===== config.mk =====
export PLATFORM = sky130hd
export DESIGN_NAME = ro_meas_seq
export DESIGN_NICKNAME = d
export VERILOG_FILES = /design/src/rtl/ro_meas_seq.sv
export SDC_FILE = /design/constraint.sdc
export NUM_CORES = 1
export LEC_CHECK = 0
export ABC_CLOCK_PERIOD_IN_PS = 6000
export BUFFER_PORTS_ARGS = -buffer_cell sky130_fd_sc_hd__buf_2
export CORE_MARGIN = 4
export CORE_UTILIZATION = 51
export CTS_CLUSTER_SIZE = 10
export DETAILED_ROUTE_END_ITERATION = 10
export GPL_TIMING_DRIVEN = 0
export PLACE_DENSITY = 0.73
export SYNTH_ARGS = -nofsm -noshare
export SYNTH_HDL_FRONTEND = slang
export SYNTH_SLANG_ARGS = --single-unit

===== constraint.sdc =====
create_clock -name clk -period 6 [get_ports clk]
set_clock_uncertainty 0.1 [all_clocks]
set_input_delay 1.8 -clock clk [delete_from_list [all_inputs] [get_ports clk]]
set_output_delay 1.8 -clock clk [all_outputs]
set_load 0.02 [all_outputs]

===== src/rtl/ro_meas_seq.sv =====
// Ring-oscillator measurement sequencer. It gates the upstream counter for a fixed
// window, captures the settled count as a wrapping delta and averages 2**AVG_LOG2 windows.
module ro_meas_seq #(
  parameter int CNT_W         = 15,
  parameter int GATE_CYCLES   = 1000,
  parameter int SETTLE_CYCLES = 4,
  parameter int AVG_LOG2      = 2,
  parameter int CAP_TRIES     = 8
) (
  input  logic             clk,
  input  logic             rst_n,
  input  logic             start,
  input  logic             continuous,
  input  logic             abort,
  input  logic [CNT_W-1:0] cnt_in,
  output logic             ro_enable,
  output logic             busy,
  output logic [CNT_W-1:0] result,
  output logic             result_valid,
  output logic             capture_err
);

  localparam int SUM_W   = CNT_W + AVG_LOG2;
  localparam int WIN_W   = AVG_LOG2 + 1;
  localparam int GS_MAX  = (GATE_CYCLES > SETTLE_CYCLES) ? GATE_CYCLES : SETTLE_CYCLES;
  localparam int TMR_MAX = (GS_MAX > CAP_TRIES) ? GS_MAX : CAP_TRIES;
  localparam int TMR_W   = $clog2(TMR_MAX + 1);

  localparam logic [TMR_W-1:0] GATE_LAST   = TMR_W'(GATE_CYCLES - 1);
  localparam logic [TMR_W-1:0] SETTLE_LAST = TMR_W'(SETTLE_CYCLES - 1);
  localparam logic [TMR_W-1:0] TRIES_LAST  = TMR_W'(CAP_TRIES - 1);
  localparam logic [WIN_W-1:0] WIN_FULL    = WIN_W'(1 << AVG_LOG2);

  typedef enum logic [2:0] {
    S_IDLE,
    S_BSETTLE,
    S_BCAP,
    S_GATE,
    S_SETTLE,
    S_CAP,
    S_DONE
  } state_t;

  state_t           state_q;
  logic [CNT_W-1:0] s1_q;
  logic [CNT_W-1:0] s2_q;
  logic [CNT_W-1:0] prev_q;
  logic [CNT_W-1:0] result_q;
  logic [SUM_W-1:0] sum_q;
  logic [WIN_W-1:0] win_q;
  logic [TMR_W-1:0] timer_q;
  logic             ro_enable_q;
  logic             busy_q;
  logic             result_valid_q;
  logic             capture_err_q;

  logic             cap_stable;
  logic             cap_accept;
  logic [CNT_W-1:0] delta_d;
  logic [SUM_W-1:0] sum_d;
  logic [WIN_W-1:0] win_d;
  logic [TMR_W-1:0] timer_inc;

  // A capture is taken once two consecutive samples agree, or forced after
  // CAP_TRIES disagreeing cycles (timer_q counts the attempts).
  assign cap_stable = (s1_q == s2_q);
  assign cap_accept = cap_stable || (timer_q == TRIES_LAST);

  // The counter is never cleared, so the window delta wraps modulo 2**CNT_W;
  // windows of 2**CNT_W or more oscillator edges alias silently.
  assign delta_d   = s2_q - prev_q;
  assign sum_d     = sum_q + SUM_W'(delta_d);
  assign win_d     = win_q + 1'b1;
  assign timer_inc = timer_q + 1'b1;

  // NOTE: every register here is assigned with non-blocking (<=) so all state
  // updates see pre-edge values regardless of statement order.
  always_ff @(posedge clk or negedge rst_n) begin
    if (!rst_n) begin
      state_q        <= S_IDLE;
      s1_q           <= '0;
      s2_q           <= '0;
      prev_q         <= '0;
      result_q       <= '0;
      sum_q          <= '0;
      win_q          <= '0;
      timer_q        <= '0;
      ro_enable_q    <= 1'b0;
      busy_q         <= 1'b0;
      result_valid_q <= 1'b0;
      capture_err_q  <= 1'b0;
    end else begin
      s1_q           <= cnt_in;
      s2_q           <= s1_q;
      result_valid_q <= 1'b0;
      ro_enable_q    <= 1'b0;

      if (abort) begin
        state_q <= S_IDLE;
        busy_q  <= 1'b0;
      end else begin
        unique case (state_q)
          S_IDLE: begin
            if (start) begin
              capture_err_q <= 1'b0;
              sum_q         <= '0;
              win_q         <= '0;
              timer_q       <= '0;
              busy_q        <= 1'b1;
              state_q       <= S_BSETTLE;
            end
          end

          S_BSETTLE: begin
            if (timer_q == SETTLE_LAST) begin
              timer_q <= '0;
              state_q <= S_BCAP;
            end else begin
              timer_q <= timer_inc;
            end
          end

          S_BCAP: begin
            if (cap_accept) begin
              if (!cap_stable) capture_err_q <= 1'b1;
              prev_q  <= s2_q;
              timer_q <= '0;
              state_q <= S_GATE;
            end else begin
              timer_q <= timer_inc;
            end
          end

          // ro_enable follows GATE one cycle late, giving exactly GATE_CYCLES high cycles.
          S_GATE: begin
            ro_enable_q <= 1'b1;
            if (timer_q == GATE_LAST) begin
              timer_q <= '0;
              state_q <= S_SETTLE;
            end else begin
              timer_q <= timer_inc;
            end
          end

          S_SETTLE: begin
            if (timer_q == SETTLE_LAST) begin
              timer_q <= '0;
              state_q <= S_CAP;
            end else begin
              timer_q <= timer_inc;
            end
          end

          S_CAP: begin
            if (cap_accept) begin
              if (!cap_stable) capture_err_q <= 1'b1;
              sum_q   <= sum_d;
              prev_q  <= s2_q;
              win_q   <= win_d;
              timer_q <= '0;
              state_q <= (win_d == WIN_FULL) ? S_DONE : S_GATE;
            end else begin
              timer_q <= timer_inc;
            end
          end

          S_DONE: begin
            result_q       <= CNT_W'(sum_q >> AVG_LOG2);
            result_valid_q <= 1'b1;
            if (continuous) begin
              // The last capture becomes the next baseline; no BSETTLE/BCAP pass.
              sum_q   <= '0;
              win_q   <= '0;
              timer_q <= '0;
              state_q <= S_GATE;
            end else begin
              busy_q  <= 1'b0;
              state_q <= S_IDLE;
            end
          end

          default: begin
            busy_q  <= 1'b0;
            state_q <= S_IDLE;
          end
        endcase
      end
    end
  end

  assign ro_enable    = ro_enable_q;
  assign busy         = busy_q;
  assign result       = result_q;
  assign result_valid = result_valid_q;
  assign capture_err  = capture_err_q;

endmodule


==> results.py <==
metrics = {
    "run_status": {
        "outcome": "complete, no violations",
    },
    "pwr": {
        "power.share.switching_pct": 35.3,
        "comb_power_share_pct": 30.6,
        "power.density_cell_area_nw_per_um2": 294,
        "switching_power_mw": 0.610,
        "clock_power_share_pct": 25.9,
        "power.static_leakage_nw": 2.86,
        "sequentialPowerShare_pct": 43.5,
        "vdd_ir_drop_max_mv": 0.164,
        "p_int_mw": 1.12,
    },
    "synth": {
        "synthTopCellsByArea": "sky130_fd_sc_hd__dfrtp_1, sky130_fd_sc_hd__ha_1, sky130_fd_sc_hd__mux2_2",
        "post_synth_inst_count": 502,
        "yosysUniqueCellTypes": 62,
        "ys_warn_count": 0,
        "post-synth-top-area-fraction_pct": 46.0,
        "synth-main-ff-cell": "sky130_fd_sc_hd__dfrtp_1",
        "synth_async_sr_flop_share_pct": 100,
        "yosysSeqAreaShare_pct": 46.0,
        "postSynthRegisterBits": 97,
        "combined_area_of_all_synthesized_cells_sq_um": 5280,
        "synth_top_cell_by_area": "sky130_fd_sc_hd__dfrtp_1",
        "post_synth.cell_area_avg_sq_um": 10.5,
        "count_of_flip_flops_with_a_built_in_enable_after_synthesis": 0,
        "synthesis.nets": 556,
    },
    "timing": {
        "post-route-period-util_pct": 73.9,
        "fin_crit_ps": 4430,
        "report.final.slew_viol_count": 0,
        "post-route-worst-setup-slack_ps": 1570,
        "rsz0062_at_grt": "false",
        "setup_tns_ps": 0,
        "slew-limit-headroom_pct": 35.9,
        "max_freq_mhz": 226,
        "finalSetupViolCount": 0,
        "worst_slew_pin_slew_ps": 953,
        "final-hold-violation-count": 0,
    },
    "placed_design": {
        "numPortBuffers": 37,
        "pre_cts_ws_ps": 1600,
        "place_inst": 673,
        "detailed_place.area_sq_um": 5660,
        "gp_congestion": 0.889,
        "hpwlAfterDp_mm": 7.92,
    },
    "route": {
        "route.layer.met1.wl_mm": 4.88,
        "total_via_count_in_the_routed_design": 3840,
        "drt_pass1_iterations": 4,
        "met2_length_mm": 5.04,
        "top_routing_layer_used": "met4",
        "drt-wirelength-per-cell_um": 15.3,
        "via_per_inst": 5.57,
        "drc_errors": 0,
        "postRouteWirelength_mm": 10.6,
        "route.antenna.remaining_nets": 0,
        "detail_route.iter0.violations": 142,
        "detailroute.wirelength.met3_um": 421,
    },
    "clock_network": {
        "clock_tree_from_tritoncts": "yes",
        "post_cts.resized_instances": 0,
        "worst_setup_hold_path_clk_slew_ps": 100,
        "cts.htree.levels": 3,
        "cts_root_buffer": "sky130_fd_sc_hd__clkbuf_8",
        "cts_made_buffers": 9,
        "numClockSinks": 97,
        "post_cts_buffers": 0,
        "clk_path_buf_depth": 2,
        "clk-insertion-delay-late_ps": 370,
        "cts-hold-fix-buffers": 0,
    },
    "layout": {
        "final-instance-count-excl-fill": 689,
        "post-route-cell-area_sq_um": 5870,
        "layout_commonest_cell": "sky130_fd_sc_hd__dfrtp_1",
        "finalNetCount": 605,
        "mostFrequentLayoutCells": "sky130_fd_sc_hd__dfrtp_1, sky130_fd_sc_hd__buf_2, sky130_fd_sc_hd__inv_1",
        "fillers": 855,
        "antenna_cells": 0,
        "area.growth.synth_to_final_pct": 11.2,
        "drive_gt1_share_pct": 18.3,
    },
    "critical_path": {
        "cpPeakStageDelay_ps": 420,
        "critical_path.cell_chain": "inv_1 > ha_1 > fa_1 > nor2b_1 > o31a_1 > o21ai_0 > a21oi_1 > o21ai_0 > a21oi_1 > xor2_1 > ha_1 > clkbuf_1 > a21o_1 > a21o_1 > a21o_1 > a2111o_1 > a32o_1 > a21o_1",
        "maximum_fanout_count_along_the_critical_path": 8,
        "worst_r2r_endpoint": "sum_q[15]$_DFFE_PN0P_",
        "r2r_start": "s2_q[0]$_DFF_PN0_",
        "critical-path-top-cell-by-count": "sky130_fd_sc_hd__a21o_1",
        "cp-endpoint": "sum_q[15]$_DFFE_PN0P_",
        "worst-r2r-cell-count": 18,
        "critPathSlowestCell": "sky130_fd_sc_hd__fa_1",
        "criticalPathCategory": "flop to flop",
        "critPathRequiredTime_ps": 6170,
        "cp-startpoint": "s2_q[0]$_DFF_PN0_",
        "critPathCaptureType": "flop",
        "worst-endpoint-arrival_ps": 4600,
        "r2r_slack_ps": 1570,
        "crit_path_start_kind": "flop",
    },
    "floorplanning": {
        "floorplan.initialDensity_pct": 53.2,
        "row_count": 36,
        "dieArea_sq_um": 12000,
        "floorplan.io_pins": 39,
        "core-area_sq_um": 9910,
        "die_wd_um": 110,
        "fp.dieH_um": 110,
    },
    "run": {
        "maxcap_violations": 0,
    },
    "global_route": {
        "globalRoute.totalOverflow": 0,
        "via_count_of_the_first_global_routing_pass": 3676,
        "initial_antenna_violation_count": 0,
        "global_route_wire_length_before_repair_mm": 17.6,
        "track_usage_pct": 19.0,
        "grt_max_degree": 66,
    },
    "worst_hold_path": {
        "worstHoldPathType": "flop to flop",
    },
}
## area by class of cell
| class | instances | area [sq um] | share of cell area [%] |
|---|---|---|---|
| Buffer | 15 | 72.6 | 1.24 |
| Clock buffer | 9 | 124 | 2.11 |
| Clock inverter | 7 | 83.8 | 1.43 |
| Inverter | 34 | 128 | 2.18 |
| Multi-Input combinational cell | 356 | 2650 | 45.2 |
| Sequential cell | 97 | 2430 | 41.4 |
| Tap cell | 133 | 166 | 2.84 |
| Timing Repair Buffer | 38 | 215 | 3.67 |
## power by group through the flow
| stage | sequential (mW) | clock, mW | combinational (mW) |
|---|---|---|---|
| finish | 0.752 | 0.447 | 0.528 |
| global route | 0.760 | 0.494 | 0.592 |
| CTS | 0.752 | 0.462 | 0.525 |
| detailed placement | 0.765 | 0 | 0.522 |
| global placement | 0.761 | 0 | 0.504 |
| floorplan | 0.758 | 0 | 0.395 |
## flip-flops by register name, summed over array words and instances, names as in the netlist
signal        cells
busy              1
capture_err       1
prev_q           15
result           15
result_valid      1
ro_enable         1
s1_q             15
s2_q             15
state_q           3
sum_q            17
timer_q          10
win_q             3
## synthesized netlist by cell type (3+ instances only)
library cell,count
sky130_fd_sc_hd__a211oi_1,3
sky130_fd_sc_hd__a21o_1,19
sky130_fd_sc_hd__a21oi_1,23
sky130_fd_sc_hd__a31oi_1,3
sky130_fd_sc_hd__buf_2,7
sky130_fd_sc_hd__clkbuf_1,7
sky130_fd_sc_hd__dfrtp_1,97
sky130_fd_sc_hd__ha_1,32
sky130_fd_sc_hd__inv_1,34
sky130_fd_sc_hd__mux2_2,29
sky130_fd_sc_hd__mux2i_1,3
sky130_fd_sc_hd__nand2_1,32
sky130_fd_sc_hd__nand2b_1,3
sky130_fd_sc_hd__nand3_1,10
sky130_fd_sc_hd__nand4_1,7
sky130_fd_sc_hd__nor2_1,32
sky130_fd_sc_hd__nor2b_1,9
sky130_fd_sc_hd__nor3_1,7
sky130_fd_sc_hd__nor4_1,5
sky130_fd_sc_hd__o21a_1,9
sky130_fd_sc_hd__o21ai_0,30
sky130_fd_sc_hd__o31a_1,4
sky130_fd_sc_hd__o31ai_1,9
sky130_fd_sc_hd__o41ai_1,5
sky130_fd_sc_hd__xnor2_1,23
sky130_fd_sc_hd__xor2_1,16
## metrics by stage
stage	power, mW	hold WS (ps)	util (%)
4_1_cts	1.74	304	59.2
2_1_floorplan	1.15	272	-
3_3_place_gp	1.27	277	56.8
6_report	1.73	299	59.2
3_5_place_dp	1.29	281	57.1
5_1_grt	1.85	312	59.2
## worst max-delay path: cells and delay by family (launching register included)
kind	cells	cell delay, ps
AOI/OAI and AO/OA	11	2260
DFF	1	390
buffers and inverters	2	250
adders and majority gates	3	920
and+or+nand+nor	1	180
xor gates and xnor gates	1	270
## routing by layer
metal	up-vias	track usage (%)
met4	0	6.86
met5	-	0
met3	22	3.76
met1	1842	26.0
met2	81	30.0
li1	1895	-
## how the worst min path moves through the flow
stage,depth (start not counted),start,end
global route,0,s1_q[6]$_DFF_PN0_,s2_q[6]$_DFF_PN0_
global placement,0,s1_q[1]$_DFF_PN0_,s2_q[1]$_DFF_PN0_
CTS,0,s1_q[11]$_DFF_PN0_,s2_q[11]$_DFF_PN0_
floorplan,0,s1_q[1]$_DFF_PN0_,s2_q[1]$_DFF_PN0_
detailed placement,0,s1_q[11]$_DFF_PN0_,s2_q[11]$_DFF_PN0_
finish,0,s1_q[11]$_DFF_PN0_,s2_q[11]$_DFF_PN0_
## cells by family (layout without fill, tap and decap cells)
group | Yosys count | after routing | share of synthesized area [%]
compound gates | 132 | 132 | 17.4
simple gates | 119 | 119 | 11.2
flops | 97 | 97 | 46.0
buf+inv | 49 | 103 | 3.79
xor+xnor | 39 | 39 | 6.47
fa+ha+maj | 34 | 34 | 8.35
mux | 32 | 32 | 6.76
Note: power is estimated with default switching activity, not from simulation.
